[config.mk]
export PLATFORM = sky130hd
export DESIGN_NAME = upsampler_mc
export DESIGN_NICKNAME = d
export VERILOG_FILES = /design/src/rtl/upsampler_mc_pkg.sv /design/src/rtl/upsampler_mc_phase_ctr.sv /design/src/rtl/upsampler_mc.sv
export SDC_FILE = /design/constraint.sdc
export NUM_CORES = 1
export LEC_CHECK = 0
export ABC_CLOCK_PERIOD_IN_PS = 2200
export CORE_AREA = 5 5 55 57
export CTS_BUF_LIST = sky130_fd_sc_hd__clkbuf_8
export CTS_CLUSTER_DIAMETER = 80
export DETAILED_ROUTE_END_ITERATION = 7
export DIE_AREA = 0 0 60 62
export PLACE_DENSITY = 0.8
export SKIP_CTS_REPAIR_TIMING = 1
export SKIP_LAST_GASP = 1
export SYNTH_ARGS = -nofsm -noshare
export SYNTH_HDL_FRONTEND = slang
export SYNTH_SLANG_ARGS = --single-unit
[constraint.sdc]
create_clock -name clk -period 2.2 [get_ports clk]
set_input_delay 0.44 -clock clk [delete_from_list [all_inputs] [get_ports clk]]
set_output_delay 0.44 -clock clk [all_outputs]
set_load 0.03 [all_outputs]
[src/rtl/upsampler_mc_pkg.sv]
// Shared constants for the multi-channel integer-factor upsampler.
// Holds the controller state encoding, the pad-mode encoding and the pad sample value.
// Optional feature macro: UPSAMPLER_MC_HOLD_EN (sample-and-hold pads).
package upsampler_mc_pkg;

    typedef enum logic {
        UPS_IDLE   = 1'b0,
        UPS_ACTIVE = 1'b1
    } ups_state_e;

    localparam logic MODE_ZERO = 1'b0;
    localparam logic MODE_HOLD = 1'b1;

    // Pad samples are all-zeros. This bit is replicated to the full datapath width.
    localparam logic PAD_BIT = 1'b0;

endpackage

[src/rtl/upsampler_mc_phase_ctr.sv]
// Phase counter for the upsampler.
// Counts output phases 0..rate_i-1 while active. A load restarts it at phase 0.
// Ports:
//   clk, rst  : clock, asynchronous active-high reset
//   load_i    : symbol accepted; the next cycle is phase 0
//   active_i  : controller is emitting samples
//   rate_i    : registered upsample factor (never 0)
//   phase_o   : current phase
//   last_o    : current phase is rate_i-1 (terminal count)
module upsampler_mc_phase_ctr #(
    parameter int unsigned RATE_W = 4
) (
    input  logic              clk,
    input  logic              rst,
    input  logic              load_i,
    input  logic              active_i,
    input  logic [RATE_W-1:0] rate_i,
    output logic [RATE_W-1:0] phase_o,
    output logic              last_o
);

    logic [RATE_W-1:0] phase_q, phase_d;

    assign phase_o = phase_q;
    assign last_o  = (phase_q == (rate_i - RATE_W'(1)));

    // Terminal count without a load returns to 0 so the idle phase is always 0.
    always_comb begin
        phase_d = phase_q;
        if (load_i) begin
            phase_d = '0;
        end else if (active_i && !last_o) begin
            phase_d = phase_q + RATE_W'(1);
        end else begin
            phase_d = '0;
        end
    end

    always_ff @(posedge clk or posedge rst) begin
        if (rst) begin
            phase_q <= '0;
        end else begin
            phase_q <= phase_d;
        end
    end

endmodule

[src/rtl/upsampler_mc.sv]
// Multi-channel integer-factor upsampler.
// Accepts one symbol (all channels in parallel) per valid/ready handshake and emits R samples,
// one per clock: the symbol, then R-1 pads. Output appears one clock after acceptance.
// Optional feature macro: UPSAMPLER_MC_HOLD_EN -- when defined, mode=1 repeats the symbol on
// pad phases; when undefined, mode is ignored and pads are zero.
// Ports:
//   clk, rst     : clock, asynchronous active-high reset
//   sample_rate  : upsample factor R (0 treated as 1), sampled on acceptance
//   mode         : 0 zero-pad, 1 sample-and-hold
//   in_valid     : symbol present on in_data
//   in_ready     : symbol can be accepted this cycle
//   in_data      : NUM_CH samples, channel 0 in LSBs
//   out_valid    : out_data is a live sample
//   out_data     : upsampled output, channel 0 in LSBs
//   out_first    : this sample is the real symbol (phase 0)
module upsampler_mc
    import upsampler_mc_pkg::*;
#(
    parameter int unsigned DATA_W = 4,
    parameter int unsigned NUM_CH = 2,
    parameter int unsigned RATE_W = 4
) (
    input  logic                     clk,
    input  logic                     rst,
    input  logic [RATE_W-1:0]        sample_rate,
    input  logic                     mode,
    input  logic                     in_valid,
    output logic                     in_ready,
    input  logic [NUM_CH*DATA_W-1:0] in_data,
    output logic                     out_valid,
    output logic [NUM_CH*DATA_W-1:0] out_data,
    output logic                     out_first
);

    localparam int unsigned W = NUM_CH * DATA_W;

    ups_state_e        state_q, state_d;
    logic [RATE_W-1:0] rate_q, rate_d;
    logic [W-1:0]      hold_q, hold_d;
    logic [RATE_W-1:0] phase;
    logic              last;
    logic              accept;
    logic              active;
    logic              pad_hold;

    assign active   = (state_q == UPS_ACTIVE);
    // Ready depends only on registered state so the mapper never sees a valid->ready path.
    assign in_ready = !active || last;
    assign accept   = in_valid && in_ready;

`ifdef UPSAMPLER_MC_HOLD_EN
    logic mode_q, mode_d;

    always_comb begin
        mode_d = mode_q;
        if (accept) begin
            mode_d = mode;
        end
    end

    always_ff @(posedge clk or posedge rst) begin
        if (rst) begin
            mode_q <= MODE_ZERO;
        end else begin
            mode_q <= mode_d;
        end
    end

    assign pad_hold = (mode_q == MODE_HOLD);
`else
    logic unused_mode;
    assign unused_mode = mode;
    assign pad_hold    = 1'b0;
`endif

    upsampler_mc_phase_ctr #(
        .RATE_W (RATE_W)
    ) u_phase_ctr (
        .clk      (clk),
        .rst      (rst),
        .load_i   (accept),
        .active_i (active),
        .rate_i   (rate_q),
        .phase_o  (phase),
        .last_o   (last)
    );

    always_comb begin
        state_d = state_q;
        rate_d  = rate_q;
        hold_d  = hold_q;
        if (accept) begin
            state_d = UPS_ACTIVE;
            rate_d  = (sample_rate == '0) ? RATE_W'(1) : sample_rate;
            hold_d  = in_data;
        end else if (active && last) begin
            state_d = UPS_IDLE;
        end
    end

    always_ff @(posedge clk or posedge rst) begin
        if (rst) begin
            state_q <= UPS_IDLE;
            rate_q  <= RATE_W'(1);
            hold_q  <= '0;
        end else begin
            state_q <= state_d;
            rate_q  <= rate_d;
            hold_q  <= hold_d;
        end
    end

    // Outputs decode only registered state, so reset clears them immediately.
    always_comb begin
        out_valid = active;
        out_first = 1'b0;
        out_data  = {W{PAD_BIT}};
        if (active) begin
            if (phase == '0) begin
                out_first = 1'b1;
                out_data  = hold_q;
            end else if (pad_hold) begin
                out_data  = hold_q;
            end
        end
    end

endmodule

[Yosys cells after proc, flatten, opt, wreduce, memory -nomap -nowiden]
Index checks and enable logic that the tools add are counted.
Cells by class
  add/sub/neg operators: 2
  multiplexer cells: 9
  equal/unequal tests: 1
  reductions and logical operators: 9
Operators by type and width (count)
  $mux 8: 2
  $mux 4: 3
  $logic_not 4->1: 2
  $add 4x1->4 const B: 1
  $eq 4x4->1: 1
  $mux 1: 4
  $sub 4x1->4 const B: 1
  $logic_and 1x1->1: 3
  $logic_not 1->1: 2
  $reduce_bool 2->1: 1
  $logic_or 1x1->1: 1
Word-level totals
  output and inout bits: 11
  bits in registers: 17
  word-level logic and storage cells: 25

[Longest topological paths before layout]
  word-level depth: 6
  depth in mapped cells: 7
  gate-level depth less buffers: 6

[Modules after synthesis]
Synthesis repeated with hierarchy kept, for this count alone.
Second synthesis, totals
  cell total of the unflattened synthesis: 69
  area, all modules: 913.4 um^2
By module, submodules not included
  upsampler_mc: times used 1, area each 628.1 um^2, cells each 43, seq. area each 326.6 um^2
  upsampler_mc_phase_ctr: times used 1, area each 285.3 um^2, cells each 26, seq. area each 100.1 um^2

[Worst setup path after synthesis]
OpenSTA, ideal clock, no wires.
  path type: register to output
  start point: register rate_q[0]
  end point: output port in_ready
  cell stages (with the launch flop): 7
  arrival time: 1782 ps
  path slack: -22 ps
  path through: dfstp_2 > inv_1 > ha_1 > xnor2_2 > xnor2_2 > buf_2 > o31ai_4
On the way
  word-level cells in the longest chain between the ends: 3
RTL lines
  from (decl): line upsampler_mc.sv:38  | logic [RATE_W-1:0] rate_q, rate_d;
  from (signal assigned): line upsampler_mc.sv:108  | rate_q <= rate_d;
  $sub 4x1->4: line upsampler_mc_phase_ctr.sv:25  | assign last_o = (phase_q == (rate_i - RATE_W'(1)));
  $eq 4x4->1: line upsampler_mc_phase_ctr.sv:25
  $logic_or 1x1->1: line upsampler_mc.sv:48  | assign in_ready = !active || last;
  to (decl): line upsampler_mc.sv:28  | output logic in_ready,
Every way passes these cells.

[Final worst setup path]
Ends and elaborated chain as after synthesis.

==> results by group <==
Outcome
  – Status: finished with violations
  – Failing checks: negative setup slack

STA
  – Worst Tran Pin Value: 0.711 ns
  – Tmin final: 2.24 ns
  – Layout Skew: 0.00271 ns
  – Tcrit/Tclk final: 1.02
  – Final setup viols: 1
  – Final setup margin: -0.0379 ns
  – RSZ-0062 raised after global routing: yes
  – Final-report max-slew violation count: 0
  – Slew HR: 0.525
  – Max Fclk: 447 MHz
  – Final number of hold-violating endpoints: 0
  – Fin Hold WS: 0.523 ns

Detailed routing
  – Metal1 wirelength: 1.55 mm
  – Vias post-DR: 1248
  – DRC: 0
  – First-iteration detailed-routing DRC count: 71
  – Pre-antenna DRT Iters: 4
  – Met2 wire len: 1.68 mm
  – WL/cell: 17.2 um
  – Highest routed layer: met4
  – WL met3: 242 um
  – ANT nets after route: 0
  – Routed WL: 3.51 mm
  – Vias per cell: 6.12

Critical path
  – R2R Path End: hold_q[6]
  – Setup slack, reg-to-reg: 0.05 ns
  – Worst Path Buf+Inv: 2
  – CP startpoint kind: flip-flop
  – Worst r2r src: rate_q[0]
  – Max Fanout on Critical Path: 4
  – Slowest CP cell: dfstp_2
  – CP cell instances: inv_2 > ha_4 > xor2_2 > nand2_2 > o31ai_4 > buf_6
  – FF-to-FF path depth: 8
  – Worst Setup End Kind: output port
  – Crit-path max cell delay: 0.58 ns
  – WP data required: 1.76 ns
  – Worst setup path category: flip-flop to output port
  – Crit path max-delay family: flip-flops
  – Critical path arrival: 1.80 ns

CTS
  – Clock latency on the worst-skew pair: 0.26 ns
  – Clock buffer depth: 2
  – Reg clk slew, reported paths: 0.07 ns
  – Root buffer cell: clkbuf_8
  – CTS sink count: 17
  – TritonCTS clock tree: done
  – H-tree Lvls: 1
  – Number of CTS-inserted buffers: 3

Synth
  – Syn Std Cell Area: 1240 um^2
  – Post-synthesis instance total: 144
  – Prevailing post-synth register cell: dfrtp_1
  – Seq/Total Area, Yosys: 0.343
  – Unique masters post-synth: 33
  – Net Count, Synth: 163
  – Syn Area/Cell: 8.63 um^2
  – EDFF count, synth: 0
  – Asr flop ratio synth: 1.00
  – Post-synthesis register bit count: 17
  – Synth warnings: 0

Power
  – Clock Power Share: 0.092
  – Internal: 1.32 mW
  – Sw Ratio: 0.505
  – Maximum VDD drop: 0.00101 V
  – Lkg Pwr: 0.652 nW
  – Pwr Density: 1650 nW/um^2
  – Comb power frac: 0.690
  – Tot Pwr: 2.66 mW
  – Psw: 1.34 mW
  – Flop pwr share: 0.219

Cells and area
  – Layout cells sized above 1: 0.218
  – Nets: 194
  – Post-route cell area: 1610 um^2
  – Most common cell after layout, fill and taps aside: nand2_1
  – Area grow syn2layout: 29.7%
  – Leading cell types in the layout, fill and taps excluded: nand2_1, buf_4, dfrtp_1
  – # diodes: 0

Die
  – Num ports: 27
  – Vert. Die Dim: 62 um
  – Row count: 18
  – Starting Density: 0.511
  – Chip width: 60 um
  – Die footprint: 3720 um^2
  – Core ar.: 2430 um^2

Min path
  – Hold Path Origin: u_phase_ctr.phase_o[0]
  – Hold Crit Endpoint: u_phase_ctr.phase_o[0]
  – WHS Path Cells: 1
  – Hold Crit Class: flip-flop to flip-flop

Placement
  – Place WS: 0.0870 ns
  – I/O Buffers: 25
  – DP Area: 1520 um^2
  – Dpl hpwl: 2.37 mm
  – RePlAce Congestion: 0.809

Global routing
  – Overall Global Routing Usage: 0.206
  – Grt ovf: 0
  – Vias in the first global route: 1268
  – Initial antenna violation count: 0
  – First-pass GRT wire length: 5.73 mm
  – Largest net degree at the start of global routing: 18

Flow run
  – Max_cap viols: 0
cells in the mapped netlist (all sizes together) (2+ instances only):
master / count / area share
dfrtp: 16 / 0.32
xor2: 3 / 0.021
nor3: 2 / 0.012
nand2: 22 / 0.066
buf: 5 / 0.024
or4: 11 / 0.066
ha: 3 / 0.030
nor3b: 5 / 0.030
o21ai: 3 / 0.012
inv: 6 / 0.018
a222oi: 3 / 0.024
nor2: 6 / 0.020
a221oi: 4 / 0.028
nand3: 4 / 0.016
clkbuf: 5 / 0.015
o211ai: 9 / 0.054
a21oi: 9 / 0.036
xnor2: 5 / 0.047
and2: 11 / 0.056
a211oi: 5 / 0.030
through the flow:
| step | utilization | TNS, ns | instances |
|---|---|---|---|
| after global placement | 0.627 | 0 | 198 |
| after global routing | 0.663 | -0.154 | 204 |
| after floorplan | - | -0.0152 | 144 |
| final | 0.663 | -0.0379 | 204 |
| after detailed placement | 0.627 | 0 | 198 |
| after CTS | 0.646 | -0.199 | 202 |
how the worst max path moves through the flow:
stage	cells past startpoint	from	end
global route	6	rate_q[0]	in_ready
detailed placement	6	rate_q[0]	in_ready
global placement	6	rate_q[0]	in_ready
floorplan	6	rate_q[0]	in_ready
CTS	6	rate_q[0]	in_ready
finish	6	rate_q[0]	in_ready
state kept, by name, summed over array words and instances (netlist names):
name,cells
rate_q,4
u_phase_ctr.phase_o,4
out_valid,1
hold_q,8
logic make-up after synthesis:
| kind of cell | share of synthesized area |
|---|---|
| xor gates and xnor gates | 0.0685 |
| DFF | 0.343 |
| adders and majority gates | 0.0302 |
| AOI/OAI and AO/OA | 0.209 |
| buffers and inverters | 0.0604 |
| and+or+nand+nor | 0.288 |
power by group through the flow:
stage | clock [mW] | combinational (mW) | sequential, mW
2_1_floorplan | 0 | 1.25 | 0.551
3_3_place_gp | 0 | 1.66 | 0.572
3_5_place_dp | 0 | 1.72 | 0.582
4_1_cts | 0.249 | 1.73 | 0.576
5_1_grt | 0.263 | 1.99 | 0.600
6_report | 0.244 | 1.83 | 0.581
worst register-to-register path: stages, from the launching register on:
cell,delay [ns]
dfstp_2,0.58
inv_2,0.06
ha_4,0.27
xor2_2,0.15
nand2_2,0.10
buf_4,0.15
buf_4,0.17
or4_1,0.48
o211ai_1,0.12
routing by layer:
| layer | global-route usage | vias up |
|---|---|---|
| met5 | 0 | - |
| met4 | 0.0981 | 0 |
| met3 | 0.0372 | 4 |
| met2 | 0.323 | 50 |
| met1 | 0.275 | 608 |
| li1 | - | 586 |
layout make-up:
| cell class | instances | area (um^2) |
|---|---|---|
| Fill cell | 216 | 821 |
| Multi-Input combinational cell | 110 | 763 |
| Sequential cell | 17 | 427 |
| Timing Repair Buffer | 36 | 312 |
| Clock buffer | 3 | 41.3 |
| Tap cell | 30 | 37.5 |
| Inverter | 7 | 26.3 |
| Clock inverter | 1 | 5.00 |
No activity file was read; power rests on OpenSTA's default activity.
